==> src/rtl/pc_fetch_if.sv <==
// pc_fetch_if: fetch-sequencer bundle (imem req/ack, decode valid/ready, branch resolution, link write, stats)
interface pc_fetch_if #(
  parameter int PC_W    = 32,
  parameter int INSTR_W = 32
);
  logic               imem_req;
  logic [PC_W-1:0]    imem_addr;
  logic               imem_ack;
  logic [INSTR_W-1:0] imem_rdata;
  logic               instr_valid;
  logic               instr_ready;
  logic [INSTR_W-1:0] instr_out;
  logic [PC_W-1:0]    instr_pc;
  logic               br_valid;
  logic               do_branch;
  logic               br_sel_reg;
  logic [PC_W-1:0]    br_imm_target;
  logic [PC_W-1:0]    br_reg_target;
  logic               br_link;
  logic [PC_W-1:0]    br_pc;
  logic               link_we;
  logic [PC_W-1:0]    link_addr;
  logic [31:0]        taken_cnt;
  modport master (
    output imem_req, imem_addr, instr_valid, instr_out, instr_pc, link_we, link_addr, taken_cnt,
    input  imem_ack, imem_rdata, instr_ready, br_valid, do_branch, br_sel_reg,
           br_imm_target, br_reg_target, br_link, br_pc
  );
  modport slave (
    input  imem_req, imem_addr, instr_valid, instr_out, instr_pc, link_we, link_addr, taken_cnt,
    output imem_ack, imem_rdata, instr_ready, br_valid, do_branch, br_sel_reg,
           br_imm_target, br_reg_target, br_link, br_pc
  );
endinterface

==> src/rtl/pc_fetch_sequencer.sv <==
// pc_fetch_sequencer: KGP-RISC PC holder, imem fetch sequencer, branch redirect and bl link write.
// Define BRANCH_STATS_EN to build the taken-branch counter; otherwise taken_cnt is tied to 0.
module pc_fetch_sequencer #(
  parameter int              PC_W     = 32,
  parameter int              INSTR_W  = 32,
  parameter logic [PC_W-1:0] RESET_PC = '0
) (
  input logic       clk,
  input logic       rst,
  pc_fetch_if.master bus
);
  localparam logic [1:0] S_REQ    = 2'd0;
  localparam logic [1:0] S_HOLD   = 2'd1;
  localparam logic [1:0] S_SQUASH = 2'd2;
  logic [1:0]         state_q, state_d;
  logic [PC_W-1:0]    pc_q, pc_d, addr_q, addr_d, ipc_q, ipc_d, laddr_q, laddr_d;
  logic [INSTR_W-1:0] instr_q, instr_d;
  logic               link_q, link_d, taken;
  logic [PC_W-1:0]    target;
  assign taken   = bus.br_valid & bus.do_branch;
  assign target  = (bus.br_sel_reg ? bus.br_reg_target : bus.br_imm_target) & ~PC_W'(3);
  assign link_d  = taken & bus.br_link;
  assign laddr_d = bus.br_pc + PC_W'(4);
  always_comb begin
    state_d = state_q;
    pc_d    = pc_q;
    addr_d  = addr_q;
    instr_d = instr_q;
    ipc_d   = ipc_q;
    if (state_q == S_REQ) begin
      if (taken) begin
        pc_d    = target;
        addr_d  = pc_q;
        state_d = bus.imem_ack ? S_REQ : S_SQUASH;
      end else if (bus.imem_ack) begin
        instr_d = bus.imem_rdata;
        ipc_d   = pc_q;
        state_d = S_HOLD;
      end
    end else if (state_q == S_HOLD) begin
      if (taken || bus.instr_ready) begin
        pc_d    = taken ? target : pc_q + PC_W'(4);
        state_d = S_REQ;
      end
    end else begin
      pc_d    = taken ? target : pc_q;
      state_d = bus.imem_ack ? S_REQ : S_SQUASH;
    end
  end
  always_ff @(posedge clk) begin
    if (rst) begin
      state_q <= S_REQ;
      pc_q    <= RESET_PC;
      addr_q  <= RESET_PC;
      instr_q <= '0;
      ipc_q   <= '0;
      link_q  <= 1'b0;
      laddr_q <= '0;
    end else begin
      state_q <= state_d;
      pc_q    <= pc_d;
      addr_q  <= addr_d;
      instr_q <= instr_d;
      ipc_q   <= ipc_d;
      link_q  <= link_d;
      laddr_q <= laddr_d;
    end
  end
  // a squashed request keeps its original address until the memory acks it
  assign bus.imem_req    = ~rst & (state_q != S_HOLD);
  assign bus.imem_addr   = (state_q == S_SQUASH) ? addr_q : pc_q;
  assign bus.instr_valid = state_q == S_HOLD;
  assign bus.instr_out   = instr_q;
  assign bus.instr_pc    = ipc_q;
  assign bus.link_we     = link_q;
  assign bus.link_addr   = laddr_q;
`ifdef BRANCH_STATS_EN
  logic [31:0] cnt_q, cnt_d;
  assign cnt_d = taken ? cnt_q + 32'd1 : cnt_q;
  always_ff @(posedge clk) begin
    cnt_q <= rst ? 32'd0 : cnt_d;
  end
  assign bus.taken_cnt = cnt_q;
`else
  assign bus.taken_cnt = 32'd0;
`endif
endmodule

==> src/flat_wrapper.sv <==
// flat-port wrapper written by rule: the top's interface ports become plain ports
module pc_fetch_sequencer_flat 
#(
  parameter int              PC_W     = 32,
  parameter int              INSTR_W  = 32,
  parameter logic [PC_W-1:0] RESET_PC = '0
)
  (clk, rst, bus_imem_req, bus_imem_addr, bus_instr_valid, bus_instr_out, bus_instr_pc, bus_link_we, bus_link_addr, bus_taken_cnt, bus_imem_ack, bus_imem_rdata, bus_instr_ready, bus_br_valid, bus_do_branch, bus_br_sel_reg, bus_br_imm_target, bus_br_reg_target, bus_br_link, bus_br_pc);
  pc_fetch_if #(.PC_W(PC_W), .INSTR_W(INSTR_W)) bus_i ();
  input logic clk;
  input logic rst;
  output wire logic [$bits(bus_i.imem_req)-1:0] bus_imem_req;
  output wire logic [$bits(bus_i.imem_addr)-1:0] bus_imem_addr;
  output wire logic [$bits(bus_i.instr_valid)-1:0] bus_instr_valid;
  output wire logic [$bits(bus_i.instr_out)-1:0] bus_instr_out;
  output wire logic [$bits(bus_i.instr_pc)-1:0] bus_instr_pc;
  output wire logic [$bits(bus_i.link_we)-1:0] bus_link_we;
  output wire logic [$bits(bus_i.link_addr)-1:0] bus_link_addr;
  output wire logic [$bits(bus_i.taken_cnt)-1:0] bus_taken_cnt;
  input wire logic [$bits(bus_i.imem_ack)-1:0] bus_imem_ack;
  input wire logic [$bits(bus_i.imem_rdata)-1:0] bus_imem_rdata;
  input wire logic [$bits(bus_i.instr_ready)-1:0] bus_instr_ready;
  input wire logic [$bits(bus_i.br_valid)-1:0] bus_br_valid;
  input wire logic [$bits(bus_i.do_branch)-1:0] bus_do_branch;
  input wire logic [$bits(bus_i.br_sel_reg)-1:0] bus_br_sel_reg;
  input wire logic [$bits(bus_i.br_imm_target)-1:0] bus_br_imm_target;
  input wire logic [$bits(bus_i.br_reg_target)-1:0] bus_br_reg_target;
  input wire logic [$bits(bus_i.br_link)-1:0] bus_br_link;
  input wire logic [$bits(bus_i.br_pc)-1:0] bus_br_pc;
  assign bus_imem_req = bus_i.imem_req;
  assign bus_imem_addr = bus_i.imem_addr;
  assign bus_instr_valid = bus_i.instr_valid;
  assign bus_instr_out = bus_i.instr_out;
  assign bus_instr_pc = bus_i.instr_pc;
  assign bus_link_we = bus_i.link_we;
  assign bus_link_addr = bus_i.link_addr;
  assign bus_taken_cnt = bus_i.taken_cnt;
  assign bus_i.imem_ack = bus_imem_ack;
  assign bus_i.imem_rdata = bus_imem_rdata;
  assign bus_i.instr_ready = bus_instr_ready;
  assign bus_i.br_valid = bus_br_valid;
  assign bus_i.do_branch = bus_do_branch;
  assign bus_i.br_sel_reg = bus_br_sel_reg;
  assign bus_i.br_imm_target = bus_br_imm_target;
  assign bus_i.br_reg_target = bus_br_reg_target;
  assign bus_i.br_link = bus_br_link;
  assign bus_i.br_pc = bus_br_pc;
  pc_fetch_sequencer #(.PC_W(PC_W), .INSTR_W(INSTR_W), .RESET_PC(RESET_PC)) u_core (.clk(clk), .rst(rst), .bus(bus_i));
endmodule
==> config.mk <==
export PLATFORM = sky130hd
export DESIGN_NAME = pc_fetch_sequencer_flat
export DESIGN_NICKNAME = d
export VERILOG_FILES = /design/src/rtl/pc_fetch_if.sv /design/src/rtl/pc_fetch_sequencer.sv /design/src/flat_wrapper.sv
export SDC_FILE = /design/constraint.sdc
export NUM_CORES = 1
export LEC_CHECK = 0
export ABC_AREA = 1
export BUFFER_PORTS_ARGS = -buffer_cell sky130_fd_sc_hd__buf_2
export CAP_MARGIN = 20
export CORE_MARGIN = 2
export CORE_UTILIZATION = 47
export CTS_CLUSTER_SIZE = 25
export DETAILED_ROUTE_END_ITERATION = 8
export GPL_ROUTABILITY_DRIVEN = 0
export PLACE_DENSITY = 0.77
export SLEW_MARGIN = 20
export SYNTH_ARGS = -nofsm -noshare
export SYNTH_HDL_FRONTEND = slang
export SYNTH_SLANG_ARGS = --single-unit
==> constraint.sdc <==
create_clock -name clk -period 1.6 [get_ports clk]
set_input_delay 0.32 -clock clk [delete_from_list [all_inputs] [get_ports clk]]
set_output_delay 0.32 -clock clk [all_outputs]
set_load 0.005 [all_outputs]
==> summary.md, run 1 <==
| Metric | Value |
|---|---|
| Pwr Density | `951 nW/um^2` |
| Fin area | `11200 sq um` |
| NumNets Final | `1623` |
| Placed insts | `1672` |
| Clk root buf | `clkbuf_16` |
| CP Class | `reg2out` |
| EDFF count, synth | `0` |
| Worst-path fanout max | `8` |
| Area Growth Syn to Fin | `38.4%` |
| CTS Buffer Depth | `2` |
| Synth async-reset ratio | `0` |
| # rows | `48` |
| Antenna Nets Post-Route | `0` |
| Total gr overflow | `0` |
| Sequential share of power | `0.427` |
| Final hold violations | `0` |
| Total number of vias | `9075` |
| Crit path time final | `1.79 ns` |
| FF+latch count, synth | `163` |
| CP top delay family | `buffers and inverters` |
| Met3 usage | `0.0460` |
| Psw | `3.08 mW` |
| DRC violations left | `0` |
| HP Class | `in2reg` |
| Initial antenna violation count | `1` |
| YS warnings | `0` |
| Diode count | `0` |
| Clock-pin slew on the worst setup and hold paths | `0.06 ns` |
| Met2 Use GR | `0.420` |
| Distinct cells, synth | `43` |
| Detailed Routing Iterations Pass 1 | `5` |
| Failing checks | `negative setup slack` |
| # Max-Cap Violations | `0` |
| Endpoints failing setup | `36` |
| Total track usage | `0.263` |
| Top-count cell post-synth | `nor2_1` |
| Crit-path max cell delay | `0.34 ns` |
| Share of layout cells above drive strength 1 | `0.330` |
| Post-DP HPWL | `17.7 mm` |
| Max Fclk | `560 MHz` |
| Placed Area | `9880 sq um` |
| WL final | `26.6 mm` |
| Count of input and output buffers | `262` |
| First-iteration detailed-routing DRC count | `790` |
| Worst Clk Skew | `0.0108 ns` |
| Largest net degree at the start of global routing | `62` |
| Seq/Total Area, Yosys | `0.402` |
| Die Ht | `135 um` |
| Post-synth top area cell | `dfxtp_1` |
| CTS H-Tree Depth | `4` |
| Fillers | `1513` |
| Pre-CTS setup slack | `0.00360 ns` |
| Worst setup EP type | `output port` |
| Clock net sink count | `163` |
| Pint | `7.61 mW` |
| Post-synthesis average cell area | `6.80 sq um` |
| Fin worst setup slack | `-0.186 ns` |
| Starting Density | `0.474` |
| Top Ports | `299` |
| Switching Share | `0.288` |
| Logic pwr share | `0.187` |
| Mapped Area | `8120 sq um` |
| Clk network pwr share | `0.386` |
| Worst Path Required | `1.28 ns` |
| CTS Buf Count | `17` |
| Critical Path AT | `1.47 ns` |
| Setup TNS | `-4.89 ns` |
| Critical path, cell by cell | `inv_4, nand2_4, buf_16, a21oi_2, buf_2` |
| Leakage power | `5.18 nW` |
| Top cells by area, synth | `dfxtp_1 (40%), a21oi_1 (9.6%), nor2_1 (9.2%), o21ai_0 (8.7%), nand2_1 (8.3%)` |
| Worst Path Buf+Inv | `3` |
| Vias per std cell | `5.27` |
| Worst-Skew Late Latency | `0.43 ns` |
| Slowest stage cell, crit path | `dfxtp_2` |
| Met1 Usage GRT | `0.361` |
| Final max-slew violation count | `0` |
| CTS tree | `done` |
| Top post-synthesis cells by count | `nor2_1 (199), nand2_1 (180), dfxtp_1 (163)` |
| Gr busiest metal | `met2` |
| Status | `finished with violations` |
| Gate Count Post-Synth | `1194` |
| Core Area | `17100 sq um` |
| Final Non-Filler Cells | `1723` |
| Wire per inst | `15.4 um` |
| Worst VDD drop | `0.780 mV` |
| Die area | `18300 sq um` |
| Setup crit start kind | `flip-flop` |
| Hold_buf cts | `0` |
| Die width | `135 um` |
| Vias in the first global route | `7782` |
| Final Cycle Share | `1.12` |
| Unrepaired setup endpoints after global routing | `true` |
| Post-synth top flop | `dfxtp_1` |
| Top-area cell type share of the netlist area | `0.402` |
| First-pass GRT wire length | `38.6 mm` |
worst paths after layout:
| check | to | cells past startpoint | slack, ns | from |
|---|---|---|---|---|
| worst min register to register | u_core.bus.instr_pc[6] | 2 | 0.48 | u_core.bus.instr_pc[6] |
| worst max register to register | u_core.pc_q[15] | 9 | -0.08 | u_core.state_q[1] |
| worst max-delay path | bus_imem_addr[28] | 5 | -0.19 | u_core.state_q[0] |
| worst min-delay path | u_core.state_q[1] | 2 | 0.08 | bus_imem_ack |
timing repair:
item | CTS | global route
gates resized for setup | 41 | 116
cloned | 2 | 6
pin swaps | 4 | 26
buffers inserted | 4 | 8
endpoints found under the setup margin | 37 | 66
cells in the final DEF (no fill, tap or decap), types with 8 or more instances in the layout:
cell type  Yosys  routed
inv_2         10       9
conb_1         1      32
a21oi_1      155     136
nor2_4         7      27
buf_4         34      47
o21ai_0      141     125
buf_6          0       9
nand4_1       13      13
dfxtp_1      163     154
clkbuf_16      0      22
nand3_1       54      48
nor2_1       199     170
nand2_2        9      10
nand3_2        2       8
nand2_4        2       8
nor2_2        11      20
inv_1         75      73
buf_12         0      12
or2_0          8       8
nor3_1        22      22
nand2_1      180     172
o21ai_1        6      21
a21oi_2        1      18
buf_2         18     257
power groups by stage:
stage	clock network (mW)	registers, mW	logic [mW]
final	4.12	4.57	2.00
after global routing	4.35	4.60	2.20
after CTS	4.17	4.55	1.82
after detailed placement	0	4.63	1.73
after global placement	0	4.61	1.71
after floorplan	0	4.63	0.944
area by class of cell:
cell class / count / area [sq um] / share of cell area
Tap cell: 225 / 282 / 0.0251
Clock inverter: 14 / 151 / 0.0135
Inverter: 88 / 352 / 0.0313
Sequential cell: 163 / 3280 / 0.292
Multi-Input combinational cell: 881 / 4550 / 0.405
Timing Repair Buffer: 334 / 2180 / 0.194
Clock buffer: 18 / 439 / 0.0391
per-stage QoR:
stage                     utilization  total power [mW]  hold slack, ns
final                           0.657              10.7          0.0812
after global routing            0.657              11.2          0.0705
after CTS                       0.624              10.5          0.0675
after detailed placement        0.577              6.36           0.468
after global placement          0.577              6.32           0.456
after floorplan                     -              5.58           0.392
flip-flops by register name, summed over array words and instances, names as in the netlist:
name / count
u_core.bus.instr_pc: 32
u_core.bus.link_we: 1
u_core.state_q: 2
u_core.pc_q: 32
u_core.bus.link_addr: 32
u_core.addr_q: 32
u_core.bus.instr_out: 32
cell families after synthesis:
kind of cell,synth area share
and+or+nand+nor,0.277
AOI/OAI and AO/OA,0.204
buffers and inverters,0.103
DFF,0.402
xor gates and xnor gates,0.00539
adders and majority gates,0.00308
muxes,0.00416
other,0.000462
per-layer routing:
| layer | share of wire | vias to the layer above |
|---|---|---|
| met5 | 0.00041 | - |
| met4 | 0.019 | 2 |
| met3 | 0.067 | 48 |
| met2 | 0.47 | 401 |
| met1 | 0.44 | 4157 |
| li1 | - | 4467 |
Note: power is estimated with default switching activity, not from simulation.
==> inputs of run 2 (changes only) <==
--- a/config.mk
+++ b/config.mk
@@ -10,9 +10,11 @@
 export CAP_MARGIN = 20
 export CORE_MARGIN = 2
 export CORE_UTILIZATION = 47
+export CTS_CLUSTER_DIAMETER = 50
 export CTS_CLUSTER_SIZE = 25
 export DETAILED_ROUTE_END_ITERATION = 8
 export GPL_ROUTABILITY_DRIVEN = 0
+export GPL_TIMING_DRIVEN = 0
 export PLACE_DENSITY = 0.77
 export SLEW_MARGIN = 20
 export SYNTH_ARGS = -nofsm -noshare
==> run 2 against run 1 <==
The run still ends with negative setup slack left. Sequential share of layout area shrank 0.27 points. Largest power group unchanged. Maximum frequency shrank 2.1%. Power grew 3.0%. Via count grew 5.4%. Global-route usage grew 3.7 points. Critical endpoint is now bus_imem_addr[30]. Flip-flop and latch count is the same. Cell area grew 1.0%. Clock-buffer cell count grew 1.
==> summary.md, run 2 (synthesized netlist as in run 1, its figures left out) <==
| Metric | Value |
|---|---|
| Status | `finished with violations` |
| Failing checks | `negative setup slack` |
| Setup crit start kind | `flip-flop` |
| Slew HR | `0.524` |
| Final hold violations | `0 (unchanged)` |
| Vias in the first global route | `8537 (+9.7%)` |
| CP startpoint | `u_core.state_q[0]` |
| Critical Path AT | `1.50 ns (+0.03 ns)` |
| Die area | `18300 sq um (unchanged)` |
| Hold Crit Start | `bus_br_pc[0]` |
| Die width | `135 um (unchanged)` |
| Clk root buf | `clkbuf_16` |
| Pint | `7.87 mW (+3.4%)` |
| Critical path, cell by cell | `inv_4, nand2_8, buf_8, buf_12, a21oi_4, buf_2` |
| CTS H-Tree Depth | `4 (unchanged)` |
| CTS tree | `done` |
| DRC violations left | `0 (unchanged)` |
| # Max-Cap Violations | `0 (unchanged)` |
| Detailed Routing Iterations Pass 1 | `7 (+2)` |
| Sequential share of power | `0.416 (-0.011)` |
| Crit path time final | `1.82 ns (+0.0383 ns)` |
| Post-DP HPWL | `20.6 mm (+16%)` |
| Antenna Nets Post-Route | `0 (unchanged)` |
| Total gr overflow | `0 (unchanged)` |
| Hold_buf cts | `0 (unchanged)` |
| Worst Path Buf+Inv | `4 (+1)` |
| WL final | `29.1 mm (+9.5%)` |
| NumNets Final | `1667 (+2.7%)` |
| Worst-path fanout max | `10 (+2)` |
| Top Ports | `299 (unchanged)` |
| Endpoints failing setup | `39 (+8.3%)` |
| Crit-path max cell delay | `0.33 ns (about the same)` |
| Fin worst setup slack | `-0.224 ns (-0.0383 ns)` |
| HP Class | `in2reg` |
| Most common cell after layout, fill and taps aside | `buf_2` |
| Area Growth Syn to Fin | `39.8%` |
| Logic pwr share | `0.187 (about the same)` |
| Die Ht | `135 um (unchanged)` |
| Starting Density | `0.474 (unchanged)` |
| Clk network pwr share | `0.397 (+0.011)` |
| Max Fclk | `548 MHz (-2.1%)` |
| Worst VDD drop | `0.829 mV (+6.4%)` |
| # rows | `48 (unchanged)` |
| Worst Clk Skew | `0.00876 ns (-0.00209 ns)` |
| Hold Slack | `0.0959 ns (+0.0147 ns)` |
| Total track usage | `0.300 (+0.0368)` |
| R2R Setup Slk | `-0.06 ns (+0.02 ns)` |
| Final Cycle Share | `1.14 (+0.0239)` |
| Most frequent cells in the layout | `buf_2 (266), nor2_1 (182), nand2_1 (172)` |
| Initial antenna violation count | `2 (+1)` |
| Count of input and output buffers | `262 (unchanged)` |
| CP Class | `reg2out` |
| CTS Buffer Depth | `2 (unchanged)` |
| First-iteration detailed-routing DRC count | `1080 (+37%)` |
| Fillers | `1492 (-1.4%)` |
| Leakage power | `5.26 nW (+1.4%)` |
| Final max-slew violation count | `0 (unchanged)` |
| Psw | `3.14 mW (+2.1%)` |
| Worst setup EP type | `output port` |
| Switching Share | `0.286 (-0.00251)` |
| Largest net degree at the start of global routing | `17 (-73%)` |
| Share of layout cells above drive strength 1 | `0.335 (+0.00441)` |
| Clock-pin slew on the worst setup and hold paths | `0.07 ns (about the same)` |
| Total number of vias | `9566 (+5.4%)` |
| Placed insts | `1712 (+2.4%)` |
| Wire per inst | `16.5 um (+6.8%)` |
| Pwr Density | `970 nW/um^2 (+1.9%)` |
| Final Non-Filler Cells | `1767 (+2.6%)` |
| First-pass GRT wire length | `43.2 mm (+12%)` |
| Worst Path Required | `1.28 ns (about the same)` |
| CTS Buf Count | `17 (unchanged)` |
| Vias per std cell | `5.41 (+2.8%)` |
| Core Area | `17100 sq um (unchanged)` |
| Worst r2r src | `u_core.state_q[0]` |
| Slowest stage cell, crit path | `dfxtp_2` |
| Worst-Margin Slew | `0.715 ns` |
| Worst-Skew Late Latency | `0.43 ns (about the same)` |
| Unrepaired setup endpoints after global routing | `true` |
| Clock net sink count | `163 (unchanged)` |
| CP top delay family | `buffers and inverters` |
==> run 2: cell count changes in the layout (fill, tap and decap cells not counted), sizes merged <==
cell and change:
clkinv -2, diode +1, clkbuf +32, nand2 -1
clkinvlp +2, bufinv +2, inv -4, buf +14
==> run 2: layer usage <==
layer	wire length [um]	part of all wire	global-route usage	vias to the layer above
li1	-	-	-	4554
met1	12000	0.41	0.401	4311
met2	13000	0.45	0.469	599
met3	3040	0.10	0.0722	100
met4	1070	0.037	0.119	2
met5	12	0.00041	0	-
==> run 2: final timing paths <==
| path | endpoint | cells past startpoint |
|---|---|---|
| min reg2reg | u_core.bus.instr_out[29] | 2 |
| max reg2reg | u_core.pc_q[23] | 11 |
| min | u_core.bus.link_addr[0] | 3 |
| max | bus_imem_addr[30] | 6 |
==> run 2: power by group through the flow <==
stage                     Sequential (mW)  Clock, mW  Combinational [mW]
after floorplan                      4.63          0               0.944
after global placement               4.63          0                1.72
after detailed placement             4.64          0                1.74
after CTS                            4.56       4.39                1.91
after global routing                 4.61       4.56                2.25
final                                4.58       4.37                2.06
==> run 2: worst register-to-register path, stage by stage, from the launching register on <==
cell	delay (ns)
dfxtp_2	0.35
buf_4	0.13
nand2_4	0.07
buf_4	0.14
buf_8	0.13
nor2_4	0.14
nand2_4	0.11
nor2_4	0.18
nand2_1	0.08
nand2_1	0.06
nand3_1	0.07
a21oi_1	0.15
==> run 2: what timing repair did <==
action	4_1_cts	5_1_grt
pin swaps	23	23
buffers inserted	6	16
cloned	3	0
endpoints found under the setup margin	92	127
gates resized for setup	109	119
==> run 2: layout make-up <==
cell class | count | area (sq um) | share of cell area
Timing Repair Buffer | 285 | 1530 | 0.135
Buffer | 94 | 708 | 0.0624
Sequential cell | 163 | 3290 | 0.289
Clock inverter | 12 | 181 | 0.0160
Inverter | 88 | 352 | 0.0310
Clock buffer | 19 | 433 | 0.0381
Multi-Input combinational cell | 880 | 4580 | 0.404
Tap cell | 225 | 282 | 0.0248
Antenna cell | 1 | 2.50 | 0.000220
==> run 2: metrics by stage <==
stage                     utilization  area (sq um)  total power, mW  worst slack (ns)  TNS [ns]
final                           0.663         11400             11.0            -0.224     -5.86
after global routing            0.663         11400             11.4            -0.265     -8.64
after CTS                       0.639         10900             10.9            -0.221     -6.06
after detailed placement        0.574          9830             6.38            -0.397    -33.78
after global placement          0.574          9830             6.35            -0.357    -30.68
after floorplan                     -          8240             5.58             0.148         0
